**config.mk**
```make
export PLATFORM = sky130hd
export DESIGN_NAME = aes_round_sequencer
export DESIGN_NICKNAME = d
export VERILOG_FILES = /design/src/rtl/aes_seq_pkg.sv /design/src/rtl/aes_rcon_rom.sv /design/src/rtl/aes_round_sequencer.sv
export SDC_FILE = /design/constraint.sdc
export NUM_CORES = 1
export LEC_CHECK = 0
export CORE_ASPECT_RATIO = 1.5
export CORE_MARGIN = 5
export CORE_UTILIZATION = 40
export CTS_CLUSTER_SIZE = 16
export DETAILED_ROUTE_END_ITERATION = 8
export PLACE_DENSITY_LB_ADDON = 0.3
export SYNTH_ARGS = -nofsm -noshare
export SYNTH_HDL_FRONTEND = slang
export SYNTH_SLANG_ARGS = --single-unit
export TNS_END_PERCENT = 1
```
**constraint.sdc**
```tcl
create_clock -name clk -period 2 [get_ports clk]
set_input_delay 0.6 -clock clk [delete_from_list [all_inputs] [get_ports clk]]
set_output_delay 0.6 -clock clk [all_outputs]
set_load 0.05 [all_outputs]
```
**src/rtl/aes_seq_pkg.sv**
```systemverilog
// Shared types, Rcon table and lookup helper for the AES round sequencer.
package aes_seq_pkg;

    typedef enum logic [2:0] {
        ST_IDLE   = 3'd0,
        ST_WHITEN = 3'd1,
        ST_KEYEXP = 3'd2,
        ST_ROUND  = 3'd3,
        ST_DONE   = 3'd4
    } aes_seq_state_t;

    typedef enum logic [1:0] {
        OP_WHITEN = 2'd0,
        OP_KEYEXP = 2'd1,
        OP_ROUND  = 2'd2
    } aes_op_kind_t;

    localparam int unsigned RCON_ENTRIES = 11;

    // Entry 0 is unused by key expansion and reads as zero.
    localparam logic [7:0] RCON_TABLE [RCON_ENTRIES] = '{
        8'h00, 8'h01, 8'h02, 8'h04, 8'h08, 8'h10,
        8'h20, 8'h40, 8'h80, 8'h1B, 8'h36
    };

    function automatic logic [7:0] rcon_of(input logic [3:0] idx);
        logic [7:0] r;
        r = 8'h00;
        if (32'(idx) < RCON_ENTRIES) r = RCON_TABLE[idx];
        return r;
    endfunction

endpackage

```
**src/rtl/aes_rcon_rom.sv**
```systemverilog
// Combinational round index -> Rcon byte lookup.
module aes_rcon_rom
    import aes_seq_pkg::*;
#(
    parameter int unsigned IDX_W = 4
) (
    input  logic [IDX_W-1:0] idx,
    output logic [7:0]       rcon_c
);

    // Out-of-table indices fall back to zero inside rcon_of.
    always_comb rcon_c = rcon_of(4'(idx));

endmodule

```
**src/rtl/aes_round_sequencer.sv**
```systemverilog
// Issues the WHITEN / KEYEXP / ROUND micro-op stream for one AES-128 pass.
module aes_round_sequencer
    import aes_seq_pkg::*;
#(
    parameter int unsigned NUM_ROUNDS = 10,
    parameter int unsigned IDX_W      = $clog2(NUM_ROUNDS + 1)
) (
    input  logic             clk,
    input  logic             reset,
    input  logic             start,
    input  logic             decrypt,
    input  logic             abort,
    output logic             op_valid,
    input  logic             op_ready,
    output logic [1:0]       op_kind,
    output logic [IDX_W-1:0] round_idx,
    output logic [7:0]       rcon,
    output logic             key_assist,
    output logic             encryption,
    output logic             final_round,
    output logic             busy,
    output logic             done
);

    localparam logic [IDX_W-1:0] LAST = IDX_W'(NUM_ROUNDS);
    localparam logic [IDX_W-1:0] ONE  = IDX_W'(1);

    aes_seq_state_t   state, state_n;
    logic [IDX_W-1:0] cnt, cnt_n;
    logic             dir, dir_n;
    logic             fire;
    logic [7:0]       rcon_c;

    logic             valid_n, key_assist_n, enc_n, final_n, busy_n, done_n;
    aes_op_kind_t     kind_n;
    logic [7:0]       rcon_n;

    aes_rcon_rom #(.IDX_W(IDX_W)) u_rcon_rom (
        .idx    (cnt_n),
        .rcon_c (rcon_c)
    );

    // Next state / counter / direction; abort overrides any fire outside IDLE.
    always_comb begin
        state_n = state;
        cnt_n   = cnt;
        dir_n   = dir;
        fire    = op_valid && op_ready;
        unique case (state)
            ST_IDLE: begin
                if (start && !abort) begin
                    dir_n   = decrypt;
                    state_n = decrypt ? ST_KEYEXP : ST_WHITEN;
                    cnt_n   = decrypt ? ONE : '0;
                end
            end
            ST_WHITEN: begin
                if (fire) begin
                    state_n = dir ? ST_ROUND : ST_KEYEXP;
                    cnt_n   = dir ? cnt - ONE : cnt + ONE;
                end
            end
            ST_KEYEXP: begin
                if (fire) begin
                    if (!dir) begin
                        state_n = ST_ROUND;
                    end else if (cnt == LAST) begin
                        state_n = ST_WHITEN;
                    end else begin
                        cnt_n = cnt + ONE;
                    end
                end
            end
            ST_ROUND: begin
                if (fire) begin
                    if (cnt == (dir ? '0 : LAST)) begin
                        state_n = ST_DONE;
                        cnt_n   = '0;
                    end else if (dir) begin
                        cnt_n = cnt - ONE;
                    end else begin
                        state_n = ST_KEYEXP;
                        cnt_n   = cnt + ONE;
                    end
                end
            end
            ST_DONE: begin
                state_n = ST_IDLE;
                cnt_n   = '0;
            end
            default: begin
                state_n = ST_IDLE;
                cnt_n   = '0;
            end
        endcase
        if (abort && state != ST_IDLE) begin
            state_n = ST_IDLE;
            cnt_n   = '0;
        end
    end

    // Output values for the next cycle, decoded from next state and counter.
    always_comb begin
        valid_n      = (state_n == ST_WHITEN) || (state_n == ST_KEYEXP) || (state_n == ST_ROUND);
        key_assist_n = (state_n == ST_KEYEXP);
        busy_n       = (state_n != ST_IDLE);
        done_n       = (state_n == ST_DONE);
        enc_n        = busy_n && !dir_n;
        final_n      = (state_n == ST_ROUND) && (cnt_n == (dir_n ? '0 : LAST));
        rcon_n       = key_assist_n ? rcon_c : 8'h00;
        kind_n       = OP_WHITEN;
        if (state_n == ST_KEYEXP) kind_n = OP_KEYEXP;
        if (state_n == ST_ROUND)  kind_n = OP_ROUND;
    end

    // State, counter, direction and registered outputs.
    always_ff @(posedge clk) begin
        if (reset) begin
            state       <= ST_IDLE;
            cnt         <= '0;
            dir         <= 1'b0;
            op_valid    <= 1'b0;
            op_kind     <= 2'd0;
            round_idx   <= '0;
            rcon        <= 8'h00;
            key_assist  <= 1'b0;
            encryption  <= 1'b0;
            final_round <= 1'b0;
            busy        <= 1'b0;
            done        <= 1'b0;
        end else begin
            state       <= state_n;
            cnt         <= cnt_n;
            dir         <= dir_n;
            op_valid    <= valid_n;
            op_kind     <= kind_n;
            round_idx   <= cnt_n;
            rcon        <= rcon_n;
            key_assist  <= key_assist_n;
            encryption  <= enc_n;
            final_round <= final_n;
            busy        <= busy_n;
            done        <= done_n;
        end
    end

endmodule

```
### After elaboration in Yosys (flattened, before gate mapping)

Memory sizes are Yosys's and may differ from the RTL's. A register that Yosys moved wholly into a read port is not among the register bits.
Index checks and enable logic that the tools add are counted.

* add/subtract/negate cells: 2
* magnitude comparators: 1
* equality and inequality tests: 10
* muxes and demuxes: 29
* bitwise operators: 3
* reductions and logical operators: 14

Operators with widths (count)
* two-way mux 4 bit: 11
* two-way mux 3 bit: 9
* one-hot mux 4 bit (4 select lines): 1
* equality test 3 x 2 -> 1 bit, second input constant: 4
* one-hot mux 3 bit (4 select lines): 1
* equality test 4 bit: 2
* equality test 3 x 1 -> 1 bit, second input constant: 2
* nonzero test 3 bit: 2
* logical AND 1 bit: 5
* two-way mux 1 bit: 5
* NOT 4 -> 5 bit: 1
* adder 4 x 1 -> 4 bit, second input constant: 1
* equality test 4 bit, second input constant: 1
* less-than comparator 4 bit, second input constant: 1
* two-way mux 2 bit: 2
* subtractor 4 x 1 -> 4 bit, second input constant: 1
* equality test 3 bit, second input constant: 1
* logical NOT 3 bit: 1
* OR reduction 3 bit: 1
* logical NOT 1 bit: 2
* logical OR 1 bit: 2
* NOT 1 bit: 2
* OR reduction 2 bit: 1

* register bits after elaboration: 16
* ROM bits: 128
* input port bits: 6
* output and inout port bits: 20
* logic and storage cells: 71
* memories: 1

Memories
* (no name shown): depth 16, bits a word 8, rd ports 1, clocked after Yosys merged registers in 1, wr ports 0, RTL line aes_seq_pkg.sv:29 `if (32'(idx) < RCON_ENTRIES) r = RCON_TABLE[idx];`

### Longest topological paths before layout

Gate-level depths: netlist (run 1).

* word-level depth: 9
* depth in mapped cells: 10
* depth with buffers taken out: 9

### Cells and area by module

A second synthesis (run 1) with hierarchy kept.

* cell total of the unflattened synthesis: 171
* area, all modules: 1413.9 um^2

Modules (own cells, without submodules)
* aes_round_sequencer: times used 1, cells each 152, area an instance 1288.7 um^2, sequential area each 480.5 um^2
* aes_rcon_rom: times used 1, cells each 19, area an instance 125.1 um^2, sequential area each 0.0 um^2

### Least setup slack after synthesis (run 1)

OpenSTA, ideal clock, no wires.

* path type: flip-flop to flip-flop
* start point: register cnt[0]
* end point: register rcon[3]
* setup time: 70 ps
* arrival: 2312 ps
* required time: 1930 ps
* setup slack: -382 ps
* stages on the path, launching flop included: 10
* path buffers: 0
* clock period less this slack: 2382 ps
* cells stage by stage: dfxtp_1 -> inv_1 -> ha_1 -> and3b_1 -> nor3_2 -> a211oi_1 -> o21ai_4 -> nand2_2 -> a211o_1 -> a21oi_1

* longest elaborated chain between the ends: 9
* elaborated cells on any way between the ends: 27
* classes of those cells: add/sub: 2; order compare: 1; eq/ne: 3; mux: 17; bitwise: 3; reduce/logical: 1

Ends and longest elaborated chain
* start: declaration: RTL line aes_round_sequencer.sv:29 `logic [IDX_W-1:0] cnt, cnt_n;`
* start signal: assignment: RTL line aes_round_sequencer.sv:133 `cnt <= cnt_n;`
* adder 4 x 1 -> 4 bit, or another cell as far along: RTL line aes_round_sequencer.sv:60, aes_round_sequencer.sv:70, aes_round_sequencer.sv:83
* two-way mux 4 bit, or another cell as far along: RTL line aes_round_sequencer.sv:60, aes_round_sequencer.sv:79
* two-way mux 4 bit, or another cell as far along: RTL line aes_round_sequencer.sv:76 `if (cnt == (dir ? '0 : LAST)) begin`
* two-way mux 4 bit, or another cell as far along: RTL line aes_round_sequencer.sv:75 `if (fire) begin`
* one-hot mux 4 bit (4 select lines) or one-hot mux 3 bit (4 select lines) (tied branches): RTL line aes_round_sequencer.sv:49 `unique case (state)`
* two-way mux 4 bit or two-way mux 3 bit (tied branches): RTL line aes_round_sequencer.sv:96 `if (abort && state != ST_IDLE) begin`
* less-than comparator 4 bit or equality test 3 x 2 -> 1 bit (tied branches): RTL line aes_seq_pkg.sv:29, aes_round_sequencer.sv:105
* NOT 1 bit (no source line)
* OR reduction 3 bit (no source line)
* end: declaration: RTL line aes_round_sequencer.sv:17 `output logic [7:0] rcon,`

Parallel ways exist; a longest one is shown, timed or not.
A chain may end at the register's enable or synchronous reset.

### Worst setup path after layout (run 1)

* start point: input port abort
* end point: register rcon[1]

* longest elaborated chain between the ends: 8
* elaborated cells on any way between the ends: 15
* classes of those cells: order compare: 1; eq/ne: 1; mux: 6; bitwise: 3; reduce/logical: 4

Ends and longest elaborated chain
* start: declaration: RTL line aes_round_sequencer.sv:12 `input logic abort,`
* logical NOT 1 bit: RTL line aes_round_sequencer.sv:51 `if (start && !abort) begin`
* logical AND 1 bit: RTL line aes_round_sequencer.sv:51
* two-way mux 4 bit or two-way mux 3 bit (tied branches): RTL line aes_round_sequencer.sv:51
* one-hot mux 4 bit (4 select lines) or one-hot mux 3 bit (4 select lines) (tied branches): RTL line aes_round_sequencer.sv:49
* two-way mux 4 bit or two-way mux 3 bit (tied branches): RTL line aes_round_sequencer.sv:96
* less-than comparator 4 bit or equality test 3 x 2 -> 1 bit (tied branches): RTL line aes_seq_pkg.sv:29, aes_round_sequencer.sv:105
* NOT 1 bit (no source line)
* OR reduction 3 bit (no source line)

Parallel ways exist; a longest one is shown, timed or not.

==> results of run 1 <==
-- cells in the mapped netlist (all sizes together) --
master / n / area, sq um
nor2: 18 / 75.07
buf: 8 / 70.06
o31ai: 1 / 7.510
o32ai: 2 / 32.53
dfxtp: 24 / 480.5
or4b: 1 / 10.01
o22ai: 1 / 6.260
nand4b: 2 / 17.52
a211o: 1 / 8.760
nor4: 4 / 25.02
and2: 1 / 6.260
o311a: 2 / 20.02
o21ai: 7 / 50.05
nand2b: 4 / 32.53
or3b: 1 / 8.760
inv: 5 / 18.77
and4: 1 / 11.26
xnor2: 2 / 17.52
or3: 1 / 11.26
a221oi: 1 / 15.01
mux2i: 2 / 20.02
and4bb: 1 / 12.51
ha: 3 / 37.54
a21oi: 7 / 35.03
nor2b: 3 / 26.27
and3b: 2 / 17.52
o211ai: 1 / 12.51
nor3: 9 / 60.06
xor2: 3 / 33.79
or4: 1 / 7.510
nand3: 8 / 40.04
nand2: 6 / 25.03
a211oi: 1 / 7.510
and3: 1 / 6.260
clkbuf: 1 / 3.750
nand3b: 1 / 7.510
a2bb2oi: 1 / 8.760
nor3b: 4 / 35.03
or2: 3 / 18.77
nand4: 2 / 12.51
o211a: 1 / 10.01
-- final timing paths --
path	slack, ns	depth (start not counted)	to
setup / recovery	-0.07	9	rcon[1]
hold / removal	0.70	3	rcon[4]
setup reg to reg	-0.02	9	rcon[1]
hold reg to reg	0.70	3	rcon[4]
-- flip-flops by register name (all words and copies together), names as in the netlist --
register	flops
cnt	4
op_valid	1
busy	1
encryption	1
key_assist	1
done	1
state	3
final_round	1
rcon	8
op_kind	2
dir	1
-- kinds of logic (layout without fill, tap and decap cells) --
family | count (synthesis) | after routing | synth area share, %
buffers and inverters | 14 | 72 | 6.795
DFF | 24 | 24 | 35.26
xor gates and xnor gates | 5 | 5 | 3.766
muxes | 2 | 2 | 1.469
adders and majority gates | 3 | 3 | 2.755
AOI/OAI and AO/OA | 26 | 26 | 15.70
and+or+nand+nor | 74 | 74 | 34.25
-- layout make-up --
cell class	instances	area, sq um	share of cell area [%]
Sequential cell	24	498.0	24.48
Multi-Input combinational cell	110	922.1	45.33
Clock buffer	4	55.05	2.706
Tap cell	42	52.55	2.583
Timing Repair Buffer	63	488.0	23.99
Inverter	5	18.77	0.9225
-- routing by layer --
layer	vias up	track usage (%)	part of all wire (%)
met4	0	7.657	3.9
met5	-	0	0
met1	634	18.74	38
li1	647	-	-
met2	45	29.52	55
met3	15	0.6289	3.1
-- metrics by stage --
| stage | instances | power, W |
|---|---|---|
| after floorplan | 148 | 0.0006461 |
| after global placement | 236 | 0.0007392 |
| after detailed placement | 236 | 0.0007420 |
| after CTS | 245 | 0.001075 |
| after global routing | 248 | 0.001136 |
| final | 248 | 0.001084 |
-- cells in the final DEF, fill, tap and decap left out, types with 3 or more instances in the layout --
cell      count
xor2_2        3
nor3_2        3
inv_1         4
o21ai_1       3
dfxtp_1      18
clkbuf_8      4
a21oi_1       4
nor3_1        5
a21oi_2       3
nor2_1       15
nand2b_1      3
buf_4        55
dfxtp_4       4
nand3_1       7
-- power breakdown --
part           leakage [nW]  internal [W]  switching, W
Clock                0.0288      0.000175      0.000143
Sequential            0.198      0.000490     0.0000140
Combinational         0.610      0.000115      0.000147
-- critical path, delay by kind of cell --
family | cells | cell delay (ns)
AO/OA/AOI/OAI | 3 | 0.77
buffers and inverters | 3 | 0.59
AND/OR/NAND/NOR | 3 | 0.32
-- what timing repair did --
item                                    CTS  global route
endpoints found under the setup margin   20            15
pin swaps                                10            10
cloned                                    0             1
hold buffers                              0             0
setup buffers                             5             2
gates resized for setup                  18            19
==> results by group, run 1 <==
Setup path
  – Slowest cell on crit path: o311a_1
  – Crit-path cells: dlygate4sd2_1 -> nor3b_4 -> buf_4 -> o311a_1 -> o21ai_4 -> buf_6 -> nand3_2 -> o22ai_2 -> and3_1
  – Worst r2r src: cnt[1]
  – Crit path largest cell delay: 0.38 ns
  – WS Path Type: input pin to flip-flop
  – Worst setup path start: abort
  – Crit. End Element: flip-flop
  – Crit path max fanout: 4
  – WP data arrival: 2.28 ns
  – Req. time, crit path: 2.21 ns
  – Worst setup SP type: input pin

Die
  – Core area: 3351 sq um
  – Die Area: 4698 sq um
  – Io pins: 26
  – Initial core utilization: 40.66%
  – Rows: 26
  – Die height: 81.48 microns
  – Die Span X: 57.66 microns

Finish
  – Final Util: 60.72%
  – Number of fill cells: 275
  – Layout Nets: 216
  – Final antenna diode count: 0
  – P&R area growth vs syn: 49.31%
  – Share of layout cells above drive strength 1: 53.88%
  – Post-layout instance area: 2034 sq um

Flow run
  – Max-cap viol count: 0

Logic synthesis
  – Distinct cells, synth: 54
  – Cell count after synthesis: 148
  – Synth warn: 0
  – Net Count, Synth: 157
  – Sequential element share of the synthesized area: 35.26%
  – Synthesized flop and latch total: 24
  – Avg Inst Size Synth: 9.206 sq um
  – Area of the mapped netlist: 1363 sq um

Timing
  – Final setup vio count: 5
  – Fin Hold WS: 0.6972 ns
  – Fin crit share: 103.4%
  – Peak Freq: 483.8 MHz
  – Hold Vio Cnt, Final: 0
  – Final TNS setup: -0.2086 ns
  – Pin slew with the least headroom to its limit: 0.3749 ns
  – Setup ws final: -0.06717 ns
  – Max-slew headroom: 74.80%
  – Count of final max-slew check failures: 0
  – Post-layout minimum cycle time: 2.067 ns
  – Unrepaired setup endpoints after global routing: yes
  – Worst Skew: 0.005183 ns

Clock network
  – CTS clock-pin slew for the worst setup and hold paths: 0.08 ns
  – CTS Buf Count: 3
  – CTS tree: yes
  – Clk sink count: 24
  – Clock root buffer: clkbuf_8
  – Worst-skew pair later-pin latency: 0.26 ns
  – Clock tree buffer depth: 2
  – # H-tree levels: 1

Hold path
  – HP Start: state[2]
  – Min-delay worst type: flip-flop to flip-flop

Route
  – Total Routed Length: 3714 microns
  – DR iter-0 viols: 28
  – Via count: 1341
  – Via density: 5.407
  – Wirelength per Cell: 14.98 microns
  – Final antenna-violating net count: 0
  – First-pass DRT Iterations: 5
  – Drt drc: 0

Placement
  – Placer Congestion: 0.8760
  – Post-DP HPWL: 2813 microns
  – Post-Place Setup Slack: -0.5711 ns
  – Port Buffers: 25
  – Post-DP Area: 1783 sq um

Global routing
  – Largest net degree at the start of global routing: 14
  – Antenna violations before repair: 0
  – Grt total ovfl: 0
  – Vias in the first global route: 1339
  – First-pass GRT wire length: 5982 microns
  – Global Route Usage Sum: 16.03%

Power
  – Worst vdd ir: 0.0005837 V
  – Leak pwr: 0.8377 nW
  – Pwr dens: 532.7 nW/um^2

Status
  – Failing checks: setup timing
  – Outcome: finished with violations
Note: power is estimated with default switching activity, not from simulation.
==> run 2, diff against run 1 <==
--- a/config.mk
+++ b/config.mk
@@ -5,6 +5,7 @@
 export SDC_FILE = /design/constraint.sdc
 export NUM_CORES = 1
 export LEC_CHECK = 0
+export ABC_AREA = 0
 export CORE_ASPECT_RATIO = 1.5
 export CORE_MARGIN = 5
 export CORE_UTILIZATION = 40
==> results of run 2 <==
Same layout as run 1: the final DEF is identical, and so are final timing and power.
==> RTL change 1: new RTL, config.mk and constraints of run 2 <==
The 5 states of `aes_seq_state_t` get a one-hot encoding in 5 bits.
--- a/src/rtl/aes_seq_pkg.sv
+++ b/src/rtl/aes_seq_pkg.sv
@@ -3,8 +3,8 @@
 
-    typedef enum logic [2:0] {
-        ST_IDLE   = 3'd0,
-        ST_WHITEN = 3'd1,
-        ST_KEYEXP = 3'd2,
-        ST_ROUND  = 3'd3,
-        ST_DONE   = 3'd4
+    typedef enum logic [4:0] {
+        ST_IDLE   = 5'b00001,
+        ST_WHITEN = 5'b00010,
+        ST_KEYEXP = 5'b00100,
+        ST_ROUND  = 5'b01000,
+        ST_DONE   = 5'b10000
     } aes_seq_state_t;
Function: no difference found for any inputs over 10 cycles, from zero or initial values and one cycle with reset high; not proved beyond that.
==> RTL change 1 against run 2 <==
The flow still finishes with violations (negative setup slack). Power up 14%. Sequential cell count up 2. Clock skew is 0.0029 ns lower. Setup slack got worse by 0.42 ns. Wire length increased by 48%. Synthesized area rose by 11%. Final area is 27% higher. Register-to-register slack got worse by 0.46 ns. Critical endpoint is now rcon[3]. Largest cell class unchanged. Largest power group unchanged.
==> RTL change 1: results (changes against run 2) <==
- The met1 usage in global routing was 0.241 (+0.0536).
* Leak pwr: 0.00111 uW (+33%)
- The global-route wire length before repair is 8750 um (+46%).
- The maximum fanout encountered on the critical timing path is 6 (+2).
- The vias per cell was 5.50 (+1.7%).
- Number of buffers inserted by port buffering: 25 (unchanged)
* Sequential share of the synthesized area: 0.344 (-0.00853)
* Via count of the first global-routing pass: 1868 (+40%)
* Initial DRT Pass Iterations: 4 (-1)
- The share of flip-flops with an asynchronous set or reset after synthesis is 0 (unchanged).
* Initial antenna violation count: 0 (unchanged)
- The final worst slack came to -0.483 ns (-0.416 ns).
- The clock tree buffer depth came to 2 (unchanged).
* Adder-cell area share of the yosys netlist: 0.0248 (-0.00273)
- The violation count after the first detailed-routing iteration came to 53 (+89%).
* H-tree depth: 1 (unchanged)
- Top post-synthesis cells by area: sky130_fd_sc_hd__dfxtp_1, sky130_fd_sc_hd__nor2_1, sky130_fd_sc_hd__a21oi_1
- Commonest register cell after synthesis: sky130_fd_sc_hd__dfxtp_1
* Number of warnings reported in the yosys synthesis log: 0 (unchanged)
- The worst relative slew slack is 0.748 (about the same).
- Outcome: complete, but fails checks
- The highest ir drop seen on vdd was 0.665 mV (+14%).
- The cell internal power dissipation was 873 uW (+12%).
- Worst-skew pair later-pin latency: 0.26 ns (about the same)
- Multiplexer fraction of the synthesized cell area: 0 (-0.0147)
- The number of library cell types mapped by synthesis came to 52 (-3.7%).
- Classification of the worst-slack hold path: flop to flop
* Cell chosen for the clock root: sky130_fd_sc_hd__clkbuf_8
- The commonest cells after synthesis are sky130_fd_sc_hd__dfxtp_1, sky130_fd_sc_hd__nor2_1, sky130_fd_sc_hd__nand2_1.
- The clock skew is 0.00232 ns (-0.00286 ns).
- Pin count of the biggest net entering global routing: 17 (+3)
* GR Layer Usage met2: 0.388 (+0.0925)
* Number of nets in the final layout: 295 (+37%)
* Registers with the most flip-flops: rcon: 8 flops, state: 5 flops, cnt: 4 flops
- The post-detailed-placement half-perimeter wirelength was 4190 um (+49%).
- Final wirelength: 5510 um (+48%)
- Endpoints failing setup: 14 (+9)
* Final estimated routing congestion in global placement: 0.905 (+3.3%)
- The final reports fail on negative setup slack.
* Overall fraction of global-route tracks in use: 0.221 (+0.0606)
- The fraction of the mapped netlist area in compound gates came to 0.268 (+0.111).
- Reg clk slew, reported paths: 0.08 ns (about the same)
- The xor and xnor area share after synthesis is 0.0174 (-0.0203).
* Total clock buffers created by CTS: 3 (unchanged)
- GR Layer Usage met3: 0.0320 (+0.0257)
- Worst Path Arrival: 2.65 ns (+0.37 ns)
- Fraction of final layout cells with drive strength greater than 1: 0.509 (-0.0301)
* Number of antenna repair diodes: 0 (unchanged)
- Instance area after placement: 2360 um^2 (+32%)
- Net count after synthesis: 193 (+23%)
RTL change 1: cell count changes after synthesis, sizes merged, moves of 3 or more:
cell	change
buf	-7
a2111oi	+3
xor2	-3
o21ai	-3
clkbuf	+4
a21oi	+5
nor3b	-3
nor4	+3
nand2	+10
inv	+3
a21boi	+3
a21o	+3
RTL change 1: critical path: stages, from the launching register on:
cell,delay (ns)
sky130_fd_sc_hd__dfxtp_2,0.36
sky130_fd_sc_hd__or3b_4,0.40
sky130_fd_sc_hd__a2111oi_4,0.29
sky130_fd_sc_hd__buf_4,0.19
sky130_fd_sc_hd__or2_4,0.16
sky130_fd_sc_hd__nor4b_2,0.06
sky130_fd_sc_hd__buf_4,0.15
sky130_fd_sc_hd__a311oi_4,0.34
sky130_fd_sc_hd__buf_6,0.18
sky130_fd_sc_hd__nor3_1,0.05
sky130_fd_sc_hd__o211a_1,0.20
RTL change 1: repair_timing:
item	in CTS	in global routing
endpoints found under the setup margin	20	20
buffers inserted	1	3
hold buffers	0	0
pin swaps	5	7
resized for setup	21	14
RTL change 1: final cells by class:
cell class | instances | area, um^2
Timing Repair Buffer | 103 | 807
Clock buffer | 4 | 55.1
Inverter | 8 | 30.0
Multi-Input combinational cell | 144 | 1100
Tap cell | 43 | 53.8
Fill cell | 287 | 1100
Sequential cell | 26 | 536
RTL change 1: logic make-up after synthesis:
group                      count (synthesis)
AOI/OAI and AO/OA                         50
DFF                                       26
adders and majority gates                  3
buffers and inverters                     14
and+or+nand+nor                           88
xor gates and xnor gates                   3
RTL change 1: final timing paths:
path            start  endpoint  slack [ns]  cells after the start
max               dir   rcon[3]       -0.48                     10
min          op_valid  state[4]        0.81                      3
max reg2reg       dir   rcon[3]       -0.48                     10
min reg2reg  op_valid  state[4]        0.81                      3
RTL change 1: metrics by stage:
step	utilization	TNS, ns	power, uW	worst slack [ns]	std cells
final	0.702	-4.28	1240	-0.483	328
after global routing	0.702	-5.58	1290	-0.570	328
after CTS	0.678	-4.12	1220	-0.454	325
after detailed placement	0.640	-12.59	880	-0.859	320
after global placement	0.640	-11.99	875	-0.841	320
after floorplan	-	-2.09	715	-0.323	184
RTL change 1: routing by layer:
layer | routed length (um) | part of all wire
met5 | 0 | 0
met4 | 238 | 0.043
met3 | 257 | 0.047
met2 | 2940 | 0.53
met1 | 2080 | 0.38
RTL change 1: power groups by stage:
stage	Clock [uW]	Combinational [uW]	Sequential (uW)
4_1_cts	336	348	538
3_5_place_dp	0	330	550
5_1_grt	362	393	540
6_report	329	368	539
3_3_place_gp	0	325	550
2_1_floorplan	0	133	583
==> RTL change 2: new RTL, config.mk and constraints of run 2 <==
Without the edit above. Change the parameter `NUM_ROUNDS` from 10 to 20.
--- a/src/rtl/aes_round_sequencer.sv
+++ b/src/rtl/aes_round_sequencer.sv
@@ -4,3 +4,3 @@
 #(
-    parameter int unsigned NUM_ROUNDS = 10,
+    parameter int unsigned NUM_ROUNDS = 20,
     parameter int unsigned IDX_W      = $clog2(NUM_ROUNDS + 1)
Ports: changed (resized round_idx); port bits go from 26 to 27. The function was not compared with the original's and may differ.
==> RTL change 2 against run 2 <==
The run still ends with negative setup slack left. Cell count rose by 26%. Combinational power up 43%. Critical path depth did not move. Register-to-register slack lost 0.12 ns. Sequential cell count up 1. Worst hold slack improved by 0.12 ns. Synthesized area increased by 22%. Wire length is 40% higher. Global-route usage grew 3.5 points. Setup slack got worse by 0.077 ns. Final area grew 28%. Count of clock-buffer cells in the layout did not move. Power is 11% higher. Fmax decreased by 3.6%. Critical endpoint is now final_round. Largest power group unchanged.
==> RTL change 2: results (changes against run 2) <==
- Xor and xnor fraction of the mapped netlist area: 0.0106 (-0.0271)
- Initial DRT Pass Iterations: 4 (-1)
- The CTS buffer count is 3 (unchanged).
- The number of library cell types mapped by synthesis was 73 (+35%).
* Sequential share of the synthesized area: 0.302 (-0.0510)
- The share of layout cells above drive strength 1 came to 0.581 (+0.0417).
- Sorting the synthesized cells by area gives the leading types as sky130_fd_sc_hd__dfxtp_1, sky130_fd_sc_hd__a21oi_1, sky130_fd_sc_hd__nand2_1.
- The clock skew was 0.00214 ns (-0.00305 ns).
- The data arrival time of the critical path came to 2.34 ns (+0.06 ns).
- Critical Path Max Stage Delay: 0.44 ns (+0.06 ns)
* DR vias/cell: 5.76 (+6.6%)
- Leading post-synthesis cells by instance count: sky130_fd_sc_hd__dfxtp_1, sky130_fd_sc_hd__a21oi_1, sky130_fd_sc_hd__nand2_1, sky130_fd_sc_hd__nor2_1
* Multiplexer fraction of the synthesized cell area: 0.0211 (+0.00642)
- The total of endpoints with negative setup slack in the final report was 9 (+4).
- Compound-Gate Fraction of Synth Area: 0.304 (+0.147)
- Final estimated routing congestion in global placement: 0.884 (+0.90%)
- The number of I/O port buffers is 26 (+4.0%).
* Worst setup slack after layout: -0.144 ns (-0.0768 ns)
- Cell at the slowest stage of the critical path: sky130_fd_sc_hd__a311o_2
* Net count after synthesis: 190 (+21%)
- The maximum fanout encountered on the critical timing path was 8 (+4).
- The final net count was 276 (+28%).
- The run finished, with violations left.
* First-pass GRT wire length: 8740 um (+46%)
- Number of cells on the worst hold path: 5 (+2)
* Pin count of the biggest net entering global routing: 14 (unchanged)
* Overall fraction of global-route tracks in use: 0.195 (+0.0347)
- Via count of the first global-routing pass: 1861 (+39%)
- Registers with the most flip-flops: rcon: 8 flops, cnt: 5 flops, state: 3 flops
- The overall routed net length was 5210 um (+40%).
- The setup TNS after final layout is -0.820 ns (-0.612 ns).
- The final reports fail on negative setup slack.
- Leak pwr: 0.00110 uW (+32%)
- The reported net switching power was 369 uW (+22%).
* Peak supply drop: 0.643 mV (+10%)
- Adder-cell area share of the yosys netlist: 0.0151 (-0.0125)
- Worst max-slew margin expressed relative to the limit: 0.697 (-0.0512)
==> RTL change 2: stage by stage <==
stage | area, um^2 | power (uW) | setup WS, ns | std cells
3_5_place_dp | 2280 | 860 | -0.717 | 296
2_1_floorplan | 1670 | 721 | -0.124 | 182
4_1_cts | 2460 | 1180 | -0.126 | 306
5_1_grt | 2610 | 1260 | -0.232 | 312
6_report | 2610 | 1200 | -0.144 | 312
3_3_place_gp | 2280 | 856 | -0.708 | 296
==> RTL change 2: critical path, delay by kind of cell (launching register included) <==
| family | cells | cell delay (ns) |
|---|---|---|
| AO/OA/AOI/OAI | 3 | 0.85 |
| buffers and inverters | 3 | 0.43 |
| flip-flops | 1 | 0.35 |
| AND/OR/NAND/NOR | 3 | 0.43 |
==> RTL change 2: cells by family (layout without fill, tap and decap cells) <==
kind of cell	Yosys count	count (layout)
xor+xnor	2	2
buf+inv	15	100
mux	3	3
flops	25	25
fa+ha+maj	2	2
simple gates	74	74
compound gates	61	61
==> RTL change 2: worst paths after layout <==
path	slack (ns)	start	end
worst min-delay path	0.81	cnt[1]	rcon[1]
worst min register to register	0.81	cnt[1]	rcon[1]
worst max-delay path	-0.14	state[0]	final_round
worst max register to register	-0.14	state[0]	final_round
==> RTL change 2: routing by layer <==
| metal | track usage | vias up | share of wire |
|---|---|---|---|
| met5 | 0 | - | 0 |
| met3 | 0.0267 | 26 | 0.037 |
| li1 | - | 869 | - |
| met2 | 0.355 | 67 | 0.52 |
| met4 | 0.124 | 0 | 0.056 |
| met1 | 0.212 | 836 | 0.39 |
==> RTL change 2: power by group through the flow <==
stage | sequential [uW] | combinational (uW) | clock [uW]
2_1_floorplan | 578 | 144 | 0
3_3_place_gp | 538 | 318 | 0
3_5_place_dp | 539 | 321 | 0
4_1_cts | 529 | 340 | 306
5_1_grt | 532 | 399 | 329
6_report | 530 | 374 | 295
==> RTL change 2: cell type report <==
| type | count | area (um^2) |
|---|---|---|
| inverter | 5 | 23.8 |
| tap | 45 | 56.3 |
| clock buffer | 4 | 45.0 |
| sequential | 25 | 520 |
| fill | 333 | 1380 |
| multi-input combinational | 142 | 1240 |
| timing repair buffer | 91 | 719 |
==> RTL change 2: repair_timing <==
action,in CTS,in global routing
resized for setup,33,28
buffers inserted,6,6
setup endpoints to repair,22,16
pin swaps,14,15
